==> config.mk <==
export PLATFORM = sky130hd
export DESIGN_NAME = ex_mopa_unit
export DESIGN_NICKNAME = d
export VERILOG_FILES = /design/src/rtl/ex_mopa_unit.sv
export SDC_FILE = /design/constraint.sdc
export NUM_CORES = 1
export LEC_CHECK = 0
export CAP_MARGIN = 20
export CORE_UTILIZATION = 39
export CTS_BUF_LIST = sky130_fd_sc_hd__clkbuf_16
export DETAILED_ROUTE_END_ITERATION = 7
export DONT_BUFFER_PORTS = 1
export PLACE_DENSITY_LB_ADDON = 0.05
export SYNTH_ARGS = -nofsm -noshare
export SYNTH_HDL_FRONTEND = slang
export SYNTH_SLANG_ARGS = --single-unit
==> constraint.sdc <==
create_clock -name clk -period 6.2 [get_ports clk]
set_input_delay 1.24 -clock clk [delete_from_list [all_inputs] [get_ports clk]]
set_output_delay 1.24 -clock clk [all_outputs]
set_load 0.1 [all_outputs]
==> src/rtl/ex_mopa_unit.sv <==
// ex_mopa_unit: EX-stage 4x4 int8 outer-product-accumulate engine, one tile row per cycle.
// Build option: define MOPA_SAT_EN to clamp each lane sum to int8 instead of wrapping.
module ex_mopa_unit #(
    parameter int XLEN  = 32,
    parameter int LANES = 4,
    parameter int IDX_W = 2
) (
    input  logic                    clk,
    input  logic                    rst,
    input  logic                    ex_mopa_start,
    input  logic                    ex_flush,
    input  logic [IDX_W-1:0]        ex_matrix_index,
    input  logic [XLEN-1:0]         ex_regs_data1,
    input  logic [XLEN-1:0]         ex_regs_data2,
    input  logic [LANES*XLEN-1:0]   ex_M_flat,
    output logic                    mopa_stall,
    output logic                    mopa_busy,
    output logic                    mopa_wr_en,
    output logic [IDX_W-1:0]        mopa_wr_index,
    output logic [1:0]              mopa_wr_row,
    output logic [XLEN-1:0]         mopa_wr_data,
    output logic                    mopa_done
);
    localparam int LANE_W = XLEN / LANES;

    typedef enum logic {IDLE, BUSY} state_t;

    state_t                  state, state_nx;
    logic [1:0]              row_cnt;
    logic [XLEN-1:0]         a_q, b_q;
    logic [LANES*XLEN-1:0]   m_q;
    logic [IDX_W-1:0]        idx_q;
    logic                    start, busy, last;
    logic [XLEN-1:0]         row_data;

    assign busy      = state == BUSY;
    assign last      = row_cnt == 2'(LANES - 1);
    assign start     = ex_mopa_start && !ex_flush && state == IDLE;
    assign mopa_busy = busy;

    // FSM state register
    always_ff @(posedge clk or negedge rst) begin
        if (!rst) state <= IDLE;
        else      state <= state_nx;
    end

    // operand latches captured at start; row counter advances every busy cycle
    always_ff @(posedge clk or negedge rst) begin
        if (!rst) begin
            row_cnt <= '0;
            a_q     <= '0;
            b_q     <= '0;
            m_q     <= '0;
            idx_q   <= '0;
        end else if (start) begin
            row_cnt <= '0;
            a_q     <= ex_regs_data1;
            b_q     <= ex_regs_data2;
            m_q     <= ex_M_flat;
            idx_q   <= ex_matrix_index;
        end else if (busy) begin
            row_cnt <= row_cnt + 2'd1;
        end
    end

    // per-lane accumulate of the current row: M[row][j] + a[row]*b[j]
    for (genvar j = 0; j < LANES; j++) begin : g_lane
        logic signed [LANE_W-1:0] a_l, b_l, m_l;
        assign a_l = a_q[int'(row_cnt)*LANE_W +: LANE_W];
        assign b_l = b_q[j*LANE_W +: LANE_W];
        assign m_l = m_q[int'(row_cnt)*XLEN + j*LANE_W +: LANE_W];
`ifdef MOPA_SAT_EN
        localparam int SUM_W = 2*LANE_W + 1;
        localparam logic signed [SUM_W-1:0] S_MAX = SUM_W'((2**(LANE_W-1)) - 1);
        localparam logic signed [SUM_W-1:0] S_MIN = SUM_W'(-(2**(LANE_W-1)));
        logic signed [SUM_W-1:0] sum;
        assign sum = SUM_W'(m_l) + SUM_W'(a_l) * SUM_W'(b_l);
        assign row_data[j*LANE_W +: LANE_W] = (sum > S_MAX) ? S_MAX[LANE_W-1:0] :
                                              (sum < S_MIN) ? S_MIN[LANE_W-1:0] : sum[LANE_W-1:0];
`else
        // low 8 bits of the 17-bit sum equal the 8-bit wrapped sum of the truncated terms
        assign row_data[j*LANE_W +: LANE_W] = m_l + a_l * b_l;
`endif
    end

    // next state and output decode; stall is forced low while reset is held
    always_comb begin
        state_nx      = state;
        mopa_wr_en    = 1'b0;
        mopa_wr_index = '0;
        mopa_wr_row   = '0;
        mopa_wr_data  = '0;
        mopa_done     = 1'b0;
        if (start) state_nx = BUSY;
        if (busy) begin
            state_nx      = last ? IDLE : BUSY;
            mopa_wr_en    = 1'b1;
            mopa_wr_index = idx_q;
            mopa_wr_row   = row_cnt;
            mopa_wr_data  = row_data;
            mopa_done     = last;
        end
        mopa_stall = rst && (start || (busy && !last));
    end
endmodule

== Word-level counts from Yosys, hierarchy flattened ==
Cells that the tools add are included.
Storage, ports and cells
  bits in registers: 197
  bits in latches: 0
  bits in writable memories: 0
  bits in read-only memories: 0
  bits of input ports: 198
  output and inout port bits: 40
  word-level logic and storage cells: 43
  memories: 0
Operators by class
  add/subtract/negate cells: 8
  $mul: 4
  div/mod/pow operators: 0
  order comparisons: 0
  equal/unequal tests: 1
  shift operators: 5
  muxes and demuxes: 10
  bitwise gates (word level): 1
  reductions and logical operators: 8
Operators with widths (count)
  128-bit by 9-bit variable part select with 8-bit output: 3
  128-bit by 8-bit variable part select with 8-bit output: 1
  8-bit adder: 4
  8-bit by 8-bit multiplier with 8-bit output: 4
  32-bit 2-to-1 mux: 1
  32-bit by 6-bit variable part select with 8-bit output: 1
  7-bit by 5-bit adder with 8-bit output, second input constant: 2
  7-bit by 4-bit adder with 8-bit output, second input constant: 1
  2-bit 2-to-1 mux: 4
  1-bit 2-to-1 mux: 5
  1-bit logical AND: 4
  2-bit by 1-bit adder with 2-bit output, second input constant: 1
  2-bit == test, second input constant: 1
  1-bit zero test: 2
  2-bit nonzero test: 1
  1-bit logical OR: 1
  1-bit inverter: 1

== Longest topological paths before layout ==
  depth in word-level cells: 5
  gate-level depth with buffers: 20
  mapped depth without buffers: 17

== Worst setup path after synthesis ==
Ideal clock, no wire load.
  path kind: register to output
  from: register row_cnt[0]
  to: output port mopa_wr_data[7]
  arrival time: 6288 ps
  required time: 4960 ps
  setup slack: -1328 ps
  cell stages (with the launch flop): 18
  path buffers: 3
  path through: dfrtp_1 buf_6 buf_6 mux4_2 clkbuf_1 and2_1 fa_1 fa_1 ha_1 fa_1 ha_1 ha_1 a21o_1 a21oi_1 xnor2_1 xnor3_1 xnor3_1 nor2_1
Between the ends
  cells in the longest elaborated chain, start to end: 4
  elaborated cells on any way between the ends: 5
  those cells by class: add/sub (1); mul (1); shift (2); mux (1)
RTL lines
  start: declaration: line 29  | logic [1:0] row_cnt;
  start signal: assignment: line 62  | row_cnt <= row_cnt + 2'd1;
  32-bit by 6-bit variable part select with 8-bit output: line 69  | assign a_l = a_q[int'(row_cnt)*LANE_W +: LANE_W];
  8-bit by 8-bit multiplier with 8-bit output: line 82  | assign row_data[j*LANE_W +: LANE_W] = m_l + a_l * b_l;
  8-bit adder *: line 82
  32-bit 2-to-1 mux *: line 95  | if (busy) begin
  end: declaration: line 21  | output logic [XLEN-1:0] mopa_wr_data,
Mark *: on every way between the ends. The rest lies on a longest branch, timed or not.

== Worst setup path in the final report ==
  from: register row_cnt[0]
  to: output port mopa_wr_data[15]
Between the ends
  cells in the longest elaborated chain, start to end: 4
  elaborated cells on any way between the ends: 6
  those cells by class: add/sub (2); mul (1); shift (2); mux (1)
RTL lines (line)
  32-bit by 6-bit variable part select with 8-bit output or 7-bit by 4-bit adder with 8-bit output (tied branches): 69, 71
  8-bit by 8-bit multiplier with 8-bit output or 128-bit by 9-bit variable part select with 8-bit output (tied branches): 82, 71
  8-bit adder *: 82
  32-bit 2-to-1 mux *: 95
Marked as above.

==> run summary <==
The run finished, with violations left. The checks that failed: negative setup slack. The logs give 21 for the number of antenna violations at the first check in global routing and -0.186 ns for the worst setup timing slack at the placement stage. The count of standard-cell rows came out at 65. Leaving out fill and tap cells, the most frequent cells in the layout are sky130_fd_sc_hd__mux2_2 (194), sky130_fd_sc_hd__dfrtp_1 (194), sky130_fd_sc_hd__inv_1 (93), sky130_fd_sc_hd__nand2_1 (79), sky130_fd_sc_hd__and2_1 (78).

STA puts the critical path data arrival time at 5.41 ns. Counting every net in the synthesized netlist gives 1356. The area growth from synthesis to layout is 18.5%. Summed over all layers, the routed wires come to 32.3 mm. After detailed placement, the design holds a cell count of 1467.

The logs give 26.7% for the worst slew slack as a fraction of its limit and 38.7% for the sequential-to-total area share from yosys stat. The run gives 47.4% as the core occupancy in the finished layout. The final critical path takes up 107% of the cycle.

In the final layout, the share of cells above drive strength 1 is 40.4%. Excluding fillers, the count of instances in the completed layout stands at 1517. The detail-routed via count per cell was 4.95. The count of hold buffers inserted by post-cts repair was 0; the vertical extent of the die was 183 µm. The tools report the worst setup margin as -0.455 ns. The worst register-to-register path has a depth of 4. The first TritonRoute pass finished after 4 iterations. The tools report the worst setup slack for register-to-register paths as 2.85 ns. The largest fanout of any net on the critical path is 19, and the clock-pin slew on the worst setup and hold paths is 0.08 ns.

The count of nets left with antenna violations once routing finished came out at 0. The worst setup path is launched from a flip-flop. Across the run, the number of max-cap violations was 0. The run gives 0.00999 ns as the worst-case clock skew.

The worst hold slack was 0.473 ns. The mapped netlist covers 12800 µm². The number of clock buffers added by TritonCTS is 17. The number of I/O port buffers is 0, and the DRC violation count after routing is 0. Detailed placement ended at an HPWL of 23.6 mm. The first global-routing pass estimated 49.7 mm of wire.

Counting every sink on the clock net gives 197. The core region is 31900 µm². Timing would allow up to 150 MHz. The tools report the number of endpoints failing setup at the final stage as 12.

Number of register bits inferred by synthesis: 197. At the end of the flow, the number of nets in the layout was 1416. Post-detailed-route wirelength per cell: 21.3 µm. The initial utilization of the core area, before any placement, comes to 40.0%. The kind of end point of the critical path was a primary output. Summed over all layers, the global routing overflow is 0. TritonCTS built the clock tree.

Setup repair after global routing could not meet its margin everywhere. For the final number of max-transition violations, the log shows 0. The worst hold path belongs to the class input pin to asynchronous set/reset pin.

The via count was 7504. The run gives 0.45 ns as the clock latency of the later-clocked register in the worst-skew pair. The master cell of the clock root buffer is sky130_fd_sc_hd__clkbuf_16. The transition time at the pin with the least slew margin works out to 1.10 ns. The worst register-to-register path begins at mopa_busy.

Dividing the synthesized area by the synthesized cell count gives 12.7 µm². The terminus of the critical flop-to-flop path was m_q[40]. During I/O placement, the number of pins put on the boundary was 238. The shortest clock period the worst path allows after layout is 6.65 ns. Number of endpoints with negative hold slack in the final report: 0. Weighted congestion reported at the end of routability-driven placement: 0.765. The count of routing violations after the opening detailed-route iteration is 278, and the number of buffers on the longest clock path is 2. Entering global routing, the biggest net connects 199 pins. At the worst endpoint, the required time is 4.96 ns. The logs give 1005 for the instance count of the mapped netlist and 0 for the number of warnings printed during yosys synthesis. The tools report the area of the die as 33400 µm². The run gives 8247 as the number of global-route vias before repair. The number of distinct library cells after synthesis is 27.

The number of levels in the clock H-tree came out at 4. Type of the worst setup path: flip-flop to primary output. Global routing consumed, over all layers together, 20.1% of the routing resources.

The horizontal die dimension was 183 µm.
logic make-up (layout without fill, tap and decap cells):
kind of cell	Yosys count	in the layout	synth area share [%]
xor gates and xnor gates	68	68	5.39
buffers and inverters	155	228	4.76
muxes	234	234	24.2
and+or+nand+nor	187	187	7.24
AOI/OAI and AO/OA	11	11	0.530
other	0	4	0
DFF	197	197	38.7
adders and majority gates	153	153	19.2
Yosys cell counts (all sizes together):
master | number | share of area [%]
a21oi | 4 | 0.16
mux4 | 40 | 7.1
a21o | 5 | 0.29
o21ai | 2 | 0.078
clkinv | 1 | 0.029
inv | 105 | 3.1
buf | 15 | 0.64
nor2 | 9 | 0.26
nand3 | 1 | 0.039
clkbuf | 34 | 1.0
xnor2 | 56 | 3.9
xnor3 | 6 | 1.1
xor2 | 6 | 0.41
mux2 | 194 | 17
ha | 81 | 7.9
and2 | 84 | 4.1
nand2b | 2 | 0.098
nor2b | 1 | 0.049
fa | 72 | 11
dfrtp | 197 | 39
nand2 | 90 | 2.7
critical path, stage by stage (launching register included):
cell and delay (ns):
sky130_fd_sc_hd__dfrtp_2 0.41, sky130_fd_sc_hd__buf_6 0.13, sky130_fd_sc_hd__buf_4 0.10, sky130_fd_sc_hd__mux4_2 0.52
sky130_fd_sc_hd__buf_12 0.18, sky130_fd_sc_hd__and2_1 0.18, sky130_fd_sc_hd__fa_1 0.47, sky130_fd_sc_hd__ha_1 0.29
sky130_fd_sc_hd__inv_1 0.05, sky130_fd_sc_hd__fa_1 0.55, sky130_fd_sc_hd__inv_2 0.04, sky130_fd_sc_hd__fa_1 0.48
sky130_fd_sc_hd__ha_4 0.29, sky130_fd_sc_hd__ha_4 0.20, sky130_fd_sc_hd__a21oi_4 0.16, sky130_fd_sc_hd__xnor2_2 0.14
sky130_fd_sc_hd__xnor2_1 0.15, sky130_fd_sc_hd__xnor3_1 0.28, sky130_fd_sc_hd__nor2_4 0.14, sky130_fd_sc_hd__buf_12 0.18
layout make-up:
cell class / count / area [µm²]
fillers: 2970 / 16800
multi-input cells: 653 / 7550
flip-flops and latches: 197 / 4940
repair buffers: 90 / 1030
well taps: 435 / 544
clock buffers: 17 / 425
inverters: 106 / 398
clock inverters: 15 / 214
diodes: 4 / 10.0
per-stage QoR:
stage	TNS (ns)	cell area [µm²]
after floorplan	-0.00798	13000
after global placement	-0.278	14100
after detailed placement	-0.542	14100
after CTS	-3.56	14900
after global routing	-5.01	15100
final	-2.64	15100
layer usage:
| layer | GRT usage, % | vias up | wire, µm |
|---|---|---|---|
| li1 | - | 3464 | - |
| met1 | 27.2 | 3808 | 14700 |
| met2 | 30.0 | 159 | 14400 |
| met3 | 8.54 | 43 | 2650 |
| met4 | 4.10 | 30 | 280 |
| met5 | 0 | - | 206 |
state kept, by name, summed over array words and instances, names as in the netlist:
name and count:
a_q 32, b_q 32, idx_q 2, m_q 128, mopa_busy 1, row_cnt 2
how the worst max path moves through the flow:
stage / from / end / slack [ns] / cells after the start
floorplan: row_cnt[0] / mopa_wr_data[7] / -0.008 / 17
global placement: row_cnt[0] / mopa_wr_data[31] / -0.09 / 15
detailed placement: row_cnt[0] / mopa_wr_data[31] / -0.19 / 15
CTS: row_cnt[0] / mopa_wr_data[7] / -0.53 / 19
global route: row_cnt[0] / mopa_wr_data[7] / -0.67 / 21
finish: row_cnt[0] / mopa_wr_data[15] / -0.45 / 19
repair_timing:
action,in CTS,in global routing
resized for setup,21,34
setup endpoints to repair,12,12
pin swaps,7,17
cloned,2,2
buffers inserted,9,2
Power is not shown: default switching activity piles up to over one toggle a cycle in this logic, so the estimate is an artifact.
